`config.mk`:
```
export PLATFORM = sky130hd
export DESIGN_NAME = sevseg_scan_driver
export DESIGN_NICKNAME = d
export VERILOG_FILES = /design/src/rtl/sevseg_pkg.sv /design/src/rtl/sevseg_decoder.sv /design/src/rtl/sevseg_scan_driver.sv
export SDC_FILE = /design/constraint.sdc
export NUM_CORES = 1
export LEC_CHECK = 0
export ABC_AREA = 1
export CORE_MARGIN = 2
export CORE_UTILIZATION = 52
export CTS_BUF_LIST = sky130_fd_sc_hd__clkbuf_8
export DETAILED_ROUTE_END_ITERATION = 8
export PLACE_DENSITY = 0.84
export SETUP_SLACK_MARGIN = 0.15
export SLEW_MARGIN = 40
export SYNTH_ARGS = -nofsm -noshare
export SYNTH_HDL_FRONTEND = slang
export SYNTH_SLANG_ARGS = --single-unit
```
`constraint.sdc`:
```
create_clock -name clk_100m -period 1.81 [get_ports clk_100m]
set_clock_uncertainty 0.1 [all_clocks]
set_input_delay 0.362 -clock clk_100m [delete_from_list [all_inputs] [get_ports clk_100m]]
set_output_delay 0.362 -clock clk_100m [all_outputs]
set_load 0.1 [all_outputs]
```
`src/rtl/sevseg_pkg.sv`:
```
// Shared types, constants and the hex-to-segment map for the seven-segment scan driver.
package sevseg_pkg;

    typedef logic [7:0] seg_t;

    localparam seg_t       SEG_BLANK = 8'hFF;
    localparam logic [7:0] ANODE_OFF = 8'hFF;

    // Active-low {g,f,e,d,c,b,a} pattern for one hex nibble
    function automatic logic [6:0] hex_to_seg(input logic [3:0] nib);
        logic [6:0] seg;
        case (nib)
            4'h0:    seg = 7'h40;
            4'h1:    seg = 7'h79;
            4'h2:    seg = 7'h24;
            4'h3:    seg = 7'h30;
            4'h4:    seg = 7'h19;
            4'h5:    seg = 7'h12;
            4'h6:    seg = 7'h02;
            4'h7:    seg = 7'h78;
            4'h8:    seg = 7'h00;
            4'h9:    seg = 7'h10;
            4'hA:    seg = 7'h08;
            4'hB:    seg = 7'h03;
            4'hC:    seg = 7'h46;
            4'hD:    seg = 7'h21;
            4'hE:    seg = 7'h06;
            4'hF:    seg = 7'h0E;
            default: seg = 7'h7F;
        endcase
        return seg;
    endfunction

endpackage

```
`src/rtl/sevseg_decoder.sv`:
```
// Combinational nibble + decimal point to active-low {dp,g..a} segment word.
module sevseg_decoder
    import sevseg_pkg::*;
(
    input  logic [3:0] nibble_i,
    input  logic       dp_i,
    output seg_t       seg_o
);

    assign seg_o = {~dp_i, hex_to_seg(nibble_i)};

endmodule

```
`src/rtl/sevseg_scan_driver.sv`:
```
// Time-multiplexed common-anode scan driver with guard interval and frame-aligned updates.
// Optional leading-zero blanking is enabled by defining SEVSEG_LZB_EN.
module sevseg_scan_driver
    import sevseg_pkg::*;
#(
    parameter int CLK_HZ       = 100_000_000,
    parameter int DIGIT_HZ     = 1000,
    parameter int GUARD_CYCLES = 16,
    parameter int NUM_DIGITS   = 8
) (
    input  logic        clk_100m,
    input  logic        rst,
    input  logic [31:0] value_i,
    input  logic [7:0]  dp_mask_i,
    input  logic [7:0]  blank_mask_i,
    input  logic        update_i,
    output logic        update_ack_o,
    output logic        frame_o,
    output logic [7:0]  sev_seg,
    output logic [7:0]  anode
);

    localparam int TICKS  = CLK_HZ / DIGIT_HZ;
    localparam int TICK_W = (TICKS > 1) ? $clog2(TICKS) : 1;

    localparam logic [TICK_W-1:0] TICK_LAST  = TICK_W'(TICKS - 1);
    localparam logic [TICK_W-1:0] GUARD_TICK = TICK_W'(GUARD_CYCLES);
    localparam logic [2:0]        IDX_LAST   = 3'(NUM_DIGITS - 1);

    generate
        if (TICKS < 2) begin : g_bad_ticks
            $error("sevseg_scan_driver: TICKS must be at least 2");
        end
        if (GUARD_CYCLES >= TICKS || GUARD_CYCLES < 0) begin : g_bad_guard
            $error("sevseg_scan_driver: GUARD_CYCLES must be below TICKS");
        end
        if (NUM_DIGITS < 1 || NUM_DIGITS > 8) begin : g_bad_digits
            $error("sevseg_scan_driver: NUM_DIGITS must be 1..8");
        end
    endgenerate

    logic [TICK_W-1:0] tick_cnt_q, tick_cnt_d;
    logic [2:0]        idx_q, idx_d;
    logic [31:0]       stg_val_q, stg_val_d;
    logic [7:0]        stg_dp_q, stg_dp_d;
    logic [7:0]        stg_blank_q, stg_blank_d;
    logic              pending_q, pending_d;
    logic [31:0]       shd_val_q, shd_val_d;
    logic [7:0]        shd_dp_q, shd_dp_d;
    logic [7:0]        shd_blank_q, shd_blank_d;
    logic              ack_q, ack_d;
    logic              frame_q, frame_d;
    logic [7:0]        anode_q, anode_d;
    seg_t              seg_q, seg_d;

    logic              tick_last_s;
    logic              wrap_s;
    logic [3:0]        nibble_s;
    logic              dp_s;
    seg_t              dec_seg_s;
    logic [7:0]        lzb_mask_s;
    logic [7:0]        blank_eff_s;

    // Scan counter, staging and frame-aligned commit of staged data into the shadow set
    always_comb begin
        tick_last_s = (tick_cnt_q == TICK_LAST);
        wrap_s      = tick_last_s && (idx_q == IDX_LAST);
        tick_cnt_d  = tick_cnt_q + TICK_W'(1);
        idx_d       = idx_q;
        stg_val_d   = stg_val_q;
        stg_dp_d    = stg_dp_q;
        stg_blank_d = stg_blank_q;
        pending_d   = pending_q;
        shd_val_d   = shd_val_q;
        shd_dp_d    = shd_dp_q;
        shd_blank_d = shd_blank_q;
        ack_d       = 1'b0;
        frame_d     = wrap_s;
        if (tick_last_s) begin
            tick_cnt_d = '0;
            idx_d      = wrap_s ? 3'd0 : idx_q + 3'd1;
        end else begin
            idx_d = idx_q;
        end
        if (wrap_s && pending_q) begin
            shd_val_d   = stg_val_q;
            shd_dp_d    = stg_dp_q;
            shd_blank_d = stg_blank_q;
            pending_d   = 1'b0;
            ack_d       = 1'b1;
        end else begin
            ack_d = 1'b0;
        end
        // A strobe on the commit cycle re-stages after the old data has been taken
        if (update_i) begin
            stg_val_d   = value_i;
            stg_dp_d    = dp_mask_i;
            stg_blank_d = blank_mask_i;
            pending_d   = 1'b1;
        end else begin
            pending_d = pending_d;
        end
    end

`ifdef SEVSEG_LZB_EN
    // Leading-zero mask: dark from the top down until a nonzero nibble or lit dp; digit 0 always shown
    always_comb begin
        logic seen;
        seen       = 1'b0;
        lzb_mask_s = 8'h00;
        for (int k = NUM_DIGITS - 1; k >= 1; k--) begin
            if ((shd_val_q[4*k +: 4] != 4'h0) || shd_dp_q[k]) begin
                seen = 1'b1;
            end else begin
                seen = seen;
            end
            lzb_mask_s[k] = ~seen;
        end
    end
`else
    // Zeros are displayed; only the explicit blank mask darkens digits
    always_comb begin
        lzb_mask_s = 8'h00;
    end
`endif

    assign nibble_s    = shd_val_q[{idx_q, 2'b00} +: 4];
    assign dp_s        = shd_dp_q[idx_q];
    assign blank_eff_s = shd_blank_q | lzb_mask_s;

    sevseg_decoder u_dec (
        .nibble_i (nibble_s),
        .dp_i     (dp_s),
        .seg_o    (dec_seg_s)
    );

    // Next display word: guard interval and blanked digits keep every anode off
    always_comb begin
        if (tick_cnt_q < GUARD_TICK) begin
            anode_d = ANODE_OFF;
            seg_d   = SEG_BLANK;
        end else if (blank_eff_s[idx_q]) begin
            anode_d = ANODE_OFF;
            seg_d   = SEG_BLANK;
        end else begin
            anode_d = ~(8'h01 << idx_q);
            seg_d   = dec_seg_s;
        end
    end

    // State and output registers with synchronous reset
    always_ff @(posedge clk_100m) begin
        if (rst) begin
            tick_cnt_q  <= '0;
            idx_q       <= 3'd0;
            stg_val_q   <= 32'h0000_0000;
            stg_dp_q    <= 8'h00;
            stg_blank_q <= 8'hFF;
            pending_q   <= 1'b0;
            shd_val_q   <= 32'h0000_0000;
            shd_dp_q    <= 8'h00;
            shd_blank_q <= 8'hFF;
            ack_q       <= 1'b0;
            frame_q     <= 1'b0;
            anode_q     <= ANODE_OFF;
            seg_q       <= SEG_BLANK;
        end else begin
            tick_cnt_q  <= tick_cnt_d;
            idx_q       <= idx_d;
            stg_val_q   <= stg_val_d;
            stg_dp_q    <= stg_dp_d;
            stg_blank_q <= stg_blank_d;
            pending_q   <= pending_d;
            shd_val_q   <= shd_val_d;
            shd_dp_q    <= shd_dp_d;
            shd_blank_q <= shd_blank_d;
            ack_q       <= ack_d;
            frame_q     <= frame_d;
            anode_q     <= anode_d;
            seg_q       <= seg_d;
        end
    end

    assign update_ack_o = ack_q;
    assign frame_o      = frame_q;
    assign anode        = anode_q;
    assign sev_seg      = seg_q;

endmodule

```
==> results of run 1 <==
==> metrics by stage <==
stage	util (%)	setup WS, ns
6_report	80.01	-0.1550
5_1_grt	80.01	-0.1963
4_1_cts	72.37	0.1061
3_5_place_dp	64.53	0.01268
3_3_place_gp	64.53	0.06991
2_1_floorplan	-	0.07893
==> report_power, final <==
group	leakage, nW	total, W	internal [W]	switching (W)
Clock	0.235	0.00294	0.00171	0.00123
Combinational	2.61	0.000348	0.000178	0.000170
Sequential	1.11	0.00311	0.00305	0.0000594
==> flip-flops by register name, summed over array words and instances (netlist names) <==
register	flops
shd_val_q	32
stg_val_q	32
tick_cnt_q	17
anode	8
blank_eff_s	8
sev_seg	8
shd_dp_q	8
stg_blank_q	8
stg_dp_q	8
idx_q	3
frame_o	1
pending_q	1
update_ack_o	1
==> logic make-up (layout without fill, tap and decap cells) <==
group / Yosys count / after routing / share of synthesized area [%]
simple gates: 507 / 508 / 35.74
flops: 135 / 135 / 46.61
buf+inv: 111 / 238 / 8.006
compound gates: 75 / 75 / 6.603
fa+ha+maj: 12 / 12 / 2.589
xor+xnor: 3 / 3 / 0.4533
==> per-layer routing <==
metal | GRT usage [%] | vias to the layer above
met4 | 12.93 | 0
met2 | 43.65 | 574
li1 | - | 2871
met3 | 6.520 | 190
met5 | 0 | -
met1 | 33.05 | 2990
==> worst min-delay path, stage by stage (launching register included) <==
cell and delay [ns]:
dfxtp_1 0.33, nor2_1 0.05, nor2_1 0.06
==> worst paths after layout <==
path                  start       endpoint  cells after the start  slack (ns)
max          tick_cnt_q[16]  shd_val_q[30]                      8       -0.16
min           stg_val_q[16]  shd_val_q[16]                      2        0.37
min reg2reg   stg_val_q[16]  shd_val_q[16]                      2        0.37
max reg2reg  tick_cnt_q[16]  shd_val_q[30]                      8       -0.16
==> cells in the final DEF, fill, tap and decap left out, types with 3 or more instances in the layout <==
master / netlist / final
inv_2: 3 / 5
a21oi_1: 15 / 13
ha_1: 12 / 5
buf_16: 0 / 3
inv_1: 67 / 62
nand3_2: 3 / 21
nand3_1: 76 / 53
bufinv_16: 0 / 5
clkbuf_8: 0 / 19
buf_12: 0 / 26
nor2_1: 202 / 191
nand3_4: 0 / 5
dfxtp_1: 135 / 126
o21ai_0: 56 / 52
nand2_1: 204 / 129
nand4_1: 5 / 5
clkbuf_16: 0 / 3
clkdlybuf4s50_1: 0 / 50
nor3_1: 6 / 4
inv_4: 0 / 3
dfxtp_4: 0 / 3
dfxtp_2: 0 / 6
nor2_2: 3 / 8
nor2_4: 0 / 7
buf_4: 1 / 34
nand2_4: 0 / 30
buf_6: 3 / 16
nand2_2: 2 / 46
ha_4: 0 / 7
o21ai_1: 1 / 3
==> final cells by class <==
cell class,count,area share (%)
Clock buffer,19,3.015
Clock inverter,12,2.308
Inverter,71,3.361
Multi-Input combinational cell,598,38.57
Sequential cell,135,31.38
Tap cell,140,2.020
Timing Repair Buffer,135,19.22
Timing Repair inverter,1,0.1298
==> repair_timing <==
action | 4_1_cts | 5_1_grt
gates resized for setup | 48 | 173
setup buffers | 8 | 16
gates cloned | 5 | 5
setup endpoints to repair | 70 | 84
pin swaps | 11 | 63
hold buffers | 0 | 0
==> results.toml, run 1 <==
[yosys]
ys_top_cells_by_count = "204 x nand2_1, 202 x nor2_1, 135 x dfxtp_1"
yosysSeqAreaShare_pct = 46.61
synth_flop_cell = "dfxtp_1"
yosysMostFrequentCell = "nand2_1"
yosys_warnings = 0
synth_cell_types = 30
async_flop_share_pct = 0
synth_area_sq_um = 5798
synth-seq-cells = 135
synth_top_area_cell = "dfxtp_1"
synth.avg_cell_area_sq_um = 6.878
yosys-top-cells-area = "dfxtp_1 47%, nand2_1 13%, nor2_1 13%"
syn-num-nets = 906
synth_edf_count = 0
synthCells = 843
netlist.area_leader.share_pct = 46.61

[placed_design]
placed_area_sq_um = 6995
post-place-cells = 1046
gp_congestion = 0.8930
hpwl_um = 8820
numPortBuffers = 68

[clock_tree]
clkLatencyLatePin_ns = 0.46
cts_tree = "yes"
cts_htree_levels = 4
clock_path_buffers = 2
clockRootBuffer = "clkbuf_8"
clkTransAtPathRegs_ns = 0.08
cts_buffers = 17
clock-sinks = 135

[timing]
clock.fmax_ghz = 0.5089
setup_tns_ns = -1.749
layout_min_cycle_time_ns = 1.965
fin_hold_ws_ns = 0.3687
grt_setup_unrepaired = "true"
fin_ws_ns = -0.1550
setup_viol = 46
maxSlewHeadroom_pct = 62.95
finalMaxSlewViolations = 0
finalCritPeriodShare_pct = 108.6
tightestPinTransition_ns = 0.5550
hold_viol = 0

[outcome]
status = "finished with violations"
violations = "setup timing"

[floorplan]
die_y_um = 109.6
initial_utilization_pct = 53.49
die_area_sq_um = 12010
placementRows = 38
core-area_sq_um = 10840
num_io_pins = 69
die_w_um = 109.6

[power]
total_power_w = 0.006391
ir_drop_v = 0.0006390
p_per_area_nw_per_um2 = 736.8
p_leak_nw = 3.953

[route]
drt_iter0_markers = 857
dr.pass1.iters = 7
highest_layer = "met4"
dr_wl_met2_um = 9593
routed_wl_um = 20990
vias_per_cell = 5.963
routedWlPerCell_um = 18.89
vias = 6625
drc = 0
ant_nets = 0
wl_met1_um = 7512
met3_length_um = 2123

[global_routing]
grt_pass1_wl_um = 25100
antenna_found_initial = 0
grt_util_all_layers_pct = 26.74
grt_overflow_total = 0
first_global_vias = 5422
grt_max_degree = 50

[layout]
diodes = 0
drive_gt1_share_pct = 27.91
multi_input_area_sq_um = 3346
fill_cells = 551
register_area_sq_um = 2721
area_delta_synth_final_pct = 49.59
nets = 1022
final_cells = 1111
finish.instance_area_sq_um = 8673

[min_path]
hp-class = "reg2reg"

[setup_path]
crit_buf_inv = 2
path_cells = "inv_1, nor2_1, nand2_1, nor3_2, nand4_1, buf_12, nor2_1, nor2_1"
cp_slowest_stage_delay_ns = 0.39
crit_fanout = 40
crit_top_cell = "nor2_1"
path_class = "reg2reg"
end_kind = "flop"
crit_slowest_cell = "dfxtp_1"
worstPathRequired_ns = 2.06
worstSetupStartpointType = "flop"
crit_arrival_ns = 2.22
cp_top_family = "simple AND/OR/NAND/NOR gates"

[job]
maxCapViolCount = 0
(Power assumes the default switching activity.)
==> inputs of run 2 (changes only) <==
HOLD_SLACK_MARGIN = 0.12   (was not set)
==> results of run 2 <==
Same layout as run 1: the final DEF is identical, and so are final timing and power.
